<file path="config.mk">
export PLATFORM = sky130hd
export DESIGN_NAME = blink_scheduler_flat
export DESIGN_NICKNAME = d
export VERILOG_FILES = /design/src/rtl/blink_scheduler_if.sv /design/src/rtl/blink_scheduler.sv /design/src/flat_wrapper.sv
export SDC_FILE = /design/constraint.sdc
export NUM_CORES = 1
export LEC_CHECK = 0
export BUFFER_PORTS_ARGS = -buffer_cell sky130_fd_sc_hd__buf_2
export CORE_UTILIZATION = 45
export CTS_CLUSTER_DIAMETER = 120
export CTS_CLUSTER_SIZE = 14
export DETAILED_ROUTE_END_ITERATION = 6
export PLACE_DENSITY = 0.64
export SLEW_MARGIN = 20
export SYNTH_ARGS = -nofsm -noshare
export SYNTH_HDL_FRONTEND = slang
export SYNTH_SLANG_ARGS = --single-unit
</file>
<file path="constraint.sdc">
create_clock -name clk -period 2.4 [get_ports clk]
set_input_delay 0.12 -clock clk [delete_from_list [all_inputs] [get_ports clk]]
set_output_delay 0.12 -clock clk [all_outputs]
set_load 0.05 [all_outputs]
</file>
<file path="src/rtl/blink_scheduler_if.sv">
// Request/grant bundle between the central FSM (master) and the blink
// scheduler (slave); the display drivers read grant/blink_out/led.
interface blink_scheduler_if #(
   parameter int N_REQ = 4
);
   logic [N_REQ-1:0]   req;
   logic [4*N_REQ-1:0] req_count;
   logic [N_REQ-1:0]   cancel;
   logic [N_REQ-1:0]   req_ack;
   logic [N_REQ-1:0]   grant;
   logic               blink_out;
   logic [N_REQ-1:0]   led;
   logic [N_REQ-1:0]   done;
   logic               busy;

   modport master (
      output req, req_count, cancel,
      input  req_ack, grant, blink_out, led, done, busy
   );

   modport slave (
      input  req, req_count, cancel,
      output req_ack, grant, blink_out, led, done, busy
   );
endinterface

</file>
<file path="src/rtl/blink_scheduler.sv">
// Round-robin owner of one shared blink timebase: each requester queues a
// burst of 1..15 ON/OFF periods, and bursts run one at a time.
module blink_scheduler #(
   parameter int N_REQ         = 4,
   parameter int PERIOD_CYCLES = 27000000,
   parameter int ON_CYCLES     = 6750000
) (
   input logic          clk,
   input logic          reset,
   blink_scheduler_if.slave bus
);
   localparam int PW = (PERIOD_CYCLES > 2) ? $clog2(PERIOD_CYCLES) : 1;
   localparam int IW = (N_REQ > 2) ? $clog2(N_REQ) : 1;
   localparam logic [PW-1:0] ON_LAST  = PW'(ON_CYCLES - 1);
   localparam logic [PW-1:0] OFF_LAST = PW'(PERIOD_CYCLES - ON_CYCLES - 1);

   typedef enum logic [1:0] {
      IDLE,
      ON,
      OFF
   } state_t;

   state_t           state_q, state_d;
   logic [PW-1:0]    phase_q, phase_d;
   logic [3:0]       remaining_q, remaining_d;
   logic [IW-1:0]    last_q, last_d;
   logic [N_REQ-1:0] pending_q, pending_d;
   logic [3:0]       count_q [N_REQ];
   logic [3:0]       count_d [N_REQ];
   logic [N_REQ-1:0] grant_q, grant_d;
   logic [N_REQ-1:0] ack_q, ack_d;
   logic [N_REQ-1:0] done_q, done_d;
   logic [N_REQ-1:0] led_q, led_d;
   logic             blink_q, blink_d;
   logic             busy_q, busy_d;

   logic [N_REQ-1:0] avail;
   logic [IW-1:0]    sel;
   logic             found;
   int               idx;

   always_comb begin
      state_d     = state_q;
      phase_d     = phase_q;
      remaining_d = remaining_q;
      last_d      = last_q;
      grant_d     = grant_q;
      count_d     = count_q;
      ack_d       = '0;
      done_d      = '0;
      found       = 1'b0;
      sel         = '0;
      idx         = 0;

      // Cancels take effect before intake and arbitration so a cancelled
      // requester can neither be acked nor granted on the same edge.
      for (int i = 0; i < N_REQ; i++) begin
         if (bus.cancel[i] && (pending_q[i] || grant_q[i])) begin
            done_d[i] = 1'b1;
         end
      end
      pending_d = pending_q & ~bus.cancel;
      avail     = pending_q & ~bus.cancel;

      for (int i = 0; i < N_REQ; i++) begin
         if (bus.req[i] && !bus.cancel[i] && (bus.req_count[4*i +: 4] != 4'd0)
             && !pending_q[i] && !grant_q[i]) begin
            pending_d[i] = 1'b1;
            count_d[i]   = bus.req_count[4*i +: 4];
            ack_d[i]     = 1'b1;
         end
      end

      case (state_q)
         IDLE: begin
            for (int off = 1; off <= N_REQ; off++) begin
               idx = (int'(last_q) + off) % N_REQ;
               if (!found && avail[idx]) begin
                  found = 1'b1;
                  sel   = IW'(idx);
               end
            end
            if (found) begin
               grant_d        = '0;
               grant_d[sel]   = 1'b1;
               last_d         = sel;
               remaining_d    = count_q[sel];
               pending_d[sel] = 1'b0;
               phase_d        = '0;
               state_d        = ON;
            end
         end
         ON: begin
            if (phase_q == ON_LAST) begin
               phase_d = '0;
               state_d = OFF;
            end else begin
               phase_d = phase_q + PW'(1);
            end
         end
         OFF: begin
            if (phase_q == OFF_LAST) begin
               phase_d = '0;
               if (remaining_q == 4'd1) begin
                  done_d  = done_d | grant_q;
                  grant_d = '0;
                  state_d = IDLE;
               end else begin
                  remaining_d = remaining_q - 4'd1;
                  state_d     = ON;
               end
            end else begin
               phase_d = phase_q + PW'(1);
            end
         end
         default: state_d = IDLE;
      endcase

      if (|(bus.cancel & grant_q)) begin
         grant_d = '0;
         phase_d = '0;
         state_d = IDLE;
      end

      blink_d = (state_d == ON);
      busy_d  = (state_d != IDLE);
      led_d   = grant_d & {N_REQ{blink_d}};
   end

   always_ff @(posedge clk) begin
      if (reset) begin
         state_q     <= IDLE;
         phase_q     <= '0;
         remaining_q <= '0;
         last_q      <= IW'(N_REQ - 1);
         pending_q   <= '0;
         count_q     <= '{default: '0};
         grant_q     <= '0;
         ack_q       <= '0;
         done_q      <= '0;
         led_q       <= '0;
         blink_q     <= 1'b0;
         busy_q      <= 1'b0;
      end else begin
         state_q     <= state_d;
         phase_q     <= phase_d;
         remaining_q <= remaining_d;
         last_q      <= last_d;
         pending_q   <= pending_d;
         count_q     <= count_d;
         grant_q     <= grant_d;
         ack_q       <= ack_d;
         done_q      <= done_d;
         led_q       <= led_d;
         blink_q     <= blink_d;
         busy_q      <= busy_d;
      end
   end

   assign bus.req_ack   = ack_q;
   assign bus.grant     = grant_q;
   assign bus.blink_out = blink_q;
   assign bus.led       = led_q;
   assign bus.done      = done_q;
   assign bus.busy      = busy_q;
endmodule

</file>
<file path="src/flat_wrapper.sv">
// flat-port wrapper written by rule: the top's interface ports become plain ports
module blink_scheduler_flat 
#(
   parameter int N_REQ         = 4,
   parameter int PERIOD_CYCLES = 27000000,
   parameter int ON_CYCLES     = 6750000
)
  (clk, reset, bus_req, bus_req_count, bus_cancel, bus_req_ack, bus_grant, bus_blink_out, bus_led, bus_done, bus_busy);
  blink_scheduler_if #(.N_REQ(N_REQ)) bus_i ();
  input logic clk;
  input logic reset;
  input wire logic [$bits(bus_i.req)-1:0] bus_req;
  input wire logic [$bits(bus_i.req_count)-1:0] bus_req_count;
  input wire logic [$bits(bus_i.cancel)-1:0] bus_cancel;
  output wire logic [$bits(bus_i.req_ack)-1:0] bus_req_ack;
  output wire logic [$bits(bus_i.grant)-1:0] bus_grant;
  output wire logic [$bits(bus_i.blink_out)-1:0] bus_blink_out;
  output wire logic [$bits(bus_i.led)-1:0] bus_led;
  output wire logic [$bits(bus_i.done)-1:0] bus_done;
  output wire logic [$bits(bus_i.busy)-1:0] bus_busy;
  assign bus_i.req = bus_req;
  assign bus_i.req_count = bus_req_count;
  assign bus_i.cancel = bus_cancel;
  assign bus_req_ack = bus_i.req_ack;
  assign bus_grant = bus_i.grant;
  assign bus_blink_out = bus_i.blink_out;
  assign bus_led = bus_i.led;
  assign bus_done = bus_i.done;
  assign bus_busy = bus_i.busy;
  blink_scheduler #(.N_REQ(N_REQ), .PERIOD_CYCLES(PERIOD_CYCLES), .ON_CYCLES(ON_CYCLES)) u_core (.clk(clk), .reset(reset), .bus(bus_i));
endmodule
</file>
==> flow_summary.toml <==
[floorplanning]
die_w_um = 89.7
fp.dieH_um = 89.7
coreArea_um2 = 7330
num_rows = 31
pin_count = 44
start_util_pct = 47.2
die-area_um2 = 8050

[clocking]
cts_buffer_depth = 2
cts_root_buf = "clkbuf_8"
htree_levels = 3
cts_buffers = 9
post_cts_buffers = 0
cts.sinks = 71
clock_latency_ns = 0.35
hold_buffers = 0
ctsResizeCount = 0
cts_tree = "done"
cts.clk_slew.worst_paths_ns = 0.08

[cells_and_area]
final_cell_mix = "dfxtp_1, nor2_1, buf_2"
final_cells = 556
layout-area-overhead-vs-synth_pct = 19.4
final_util_pct = 56.4
final_nets = 485
mostFrequentLayoutCell = "dfxtp_1"
drive_gt1_share_pct = 22.4

[setup_path]
r2r_slack_ns = 0.18
end_kind = "flop"
max_stage_delay_ns = 0.49
required_ns = 2.65
critPathKind = "flop to flop"
cpMostUsedCell = "o21ai_2"
crit_chain = "ha_1 > nor4bb_1 > nand4_1 > or4_4 > o21ai_2 > o21ai_2 > nor4_2"
crit_arrival_ns = 2.47
startpoint_type = "flop"
path_buf_inv = 0
reg2reg_to = "u_core.bus.led[2]"
cp_max_fo = 6
cpLargestDelayFamily = "simple AND/OR/NAND/NOR gates"
crit_start = "u_core.phase_q[0]"
slowest_stage = "or4_4"
r2r_start = "u_core.phase_q[0]"
reg2regPathDepth = 7

[synthesis]
synth-edff-count = 0
synth_cell_types = 64
syn_area_um2 = 3460
ys_ff_latch = 71
synth_cells = 396
synthFlopType = "dfxtp_1"
yosys_warnings = 0
synth_fp_nets = 429
synth_top_area_share_pct = 41.0
synth_largest_area_cell = "dfxtp_1"
async_flop_share_pct = 0
ys_seq_area_share_pct = 41.0
postSynthAreaPerCell_um2 = 8.75
synthTopCellsByArea = "dfxtp_1, nor2_1, xnor2_1"

[power_and_ir_drop]
p_total_uw = 2790
p_leak_uw = 0.00157
ir_worst_vdd_mv = 0.307
pwr_density_cell_nw_per_um2 = 674

[worst_hold_path]
hold_end = "u_core.count_q[8]"
min_path_cells = 3
hp-start = "bus_req_count[4]"
min-delay-path-class = "input pin to flop"

[job]
drv_cap = 0

[global_route]
grt_pass1_vias = 3053
use_met1_pct = 26.5
grt_max_degree = 42
grt_pass1_wl_um = 14100
grt_usage_pct = 21.7
use_met3_pct = 4.57
grt-busiest-layer = "met2"
antenna_found_initial = 1
overflow = 0
grtUsageMet2_pct = 37.1

[timing]
setup_viol = 0
tightest_slew_ns = 1.09
fin_crit_sh_pct = 92.4
fmax_mhz = 451
skew_ns = 0.00913
drv_slew = 0
timing.final.crit_period_ns = 2.22
relSlewSlack_pct = 26.3
whs_ns = 0.0229
hold_viol = 0

[route]
detail-route-antenna-nets = 0
drcViolationCount = 0
vias_per_cell = 5.65
drtIter0Drc = 129
vias = 3141
wl_per_cell_um = 15.2
dr.pass1.iters = 5
finalWirelength_um = 8460

[place]
gp_congestion = 0.835
dp_hpwl_um = 6190
placedCellCount = 540
io_buffers = 43

[run_status]
outcome = "finished clean"
## cell families after synthesis
kind of cell    synth area share (%)
compound gates                  19.3
fa+ha+maj                       2.53
buf+inv                         3.58
simple gates                    25.1
xor+xnor                        5.06
mux                             3.36
flops                           41.0
## area by class of cell
class | count | area (um2)
repair buffers | 59 | 339
clock buffers | 11 | 141
flip-flops and latches | 71 | 1420
inverters | 17 | 63.8
fillers | 695 | 3190
multi-input cells | 294 | 1970
diodes | 1 | 2.50
clock inverters | 4 | 70.1
well taps | 99 | 124
## cell usage after synthesis, types with 3 or more instances
master / count
nand3_1: 11
nand4_1: 9
nor2b_1: 3
mux2i_1: 6
nor3_1: 16
inv_1: 17
o21ai_0: 12
dfxtp_1: 71
nor4_1: 5
a21oi_1: 19
a22o_1: 4
clkbuf_1: 7
nand2_1: 26
o2111ai_1: 3
and2_1: 5
ha_1: 7
nor4b_1: 5
and4_1: 3
xor2_1: 6
xnor2_1: 14
mux2_2: 4
a211oi_1: 4
nand2b_1: 4
o41ai_1: 4
nor2_1: 58
buf_2: 5
nand3b_1: 3
and3_1: 3
a22oi_1: 14
## where the power goes
part           internal [uW]  switching, uW  total [uW]
clock network            605            437        1040
registers               1230           41.3        1270
logic                    170            306         476
## worst max path at each step
stage,cells past startpoint,to
after global placement,8,u_core.bus.led[2]
after global routing,7,u_core.bus.led[2]
final,7,u_core.bus.led[2]
after CTS,8,u_core.phase_q[0]
after floorplan,9,u_core.remaining_q[1]
after detailed placement,9,u_core.phase_q[6]
## state kept, by name (all words and copies together) (netlist names), 2 cells and up
register,count
u_core.bus.req_ack,4
u_core.bus.done,4
u_core.bus.grant,4
u_core.last_q,2
u_core.count_q,16
u_core.bus.led,4
u_core.state_q,2
u_core.pending_q,4
u_core.phase_q,25
u_core.remaining_q,4
## worst min-delay path, cell delays in order
cell and delay, ns:
buf_2 0.10, nand2_1 0.05, a21oi_1 0.05
## per-layer routing
layer | routed length, um | part of all wire [%]
met1 | 3920 | 46
met2 | 4050 | 48
met3 | 339 | 4.0
met4 | 146 | 1.7
met5 | 0 | 0
## per-stage QoR
stage	worst slack (ns)	area, um2	setup TNS, ns
after floorplan	0.144	3460	0
after global placement	0.191	3860	0
after detailed placement	0.0734	3880	0
after CTS	0.0229	4090	0
after global routing	-0.0365	4130	-0.0365
final	0.182	4140	0
Note: power is estimated with default switching activity, not from simulation.
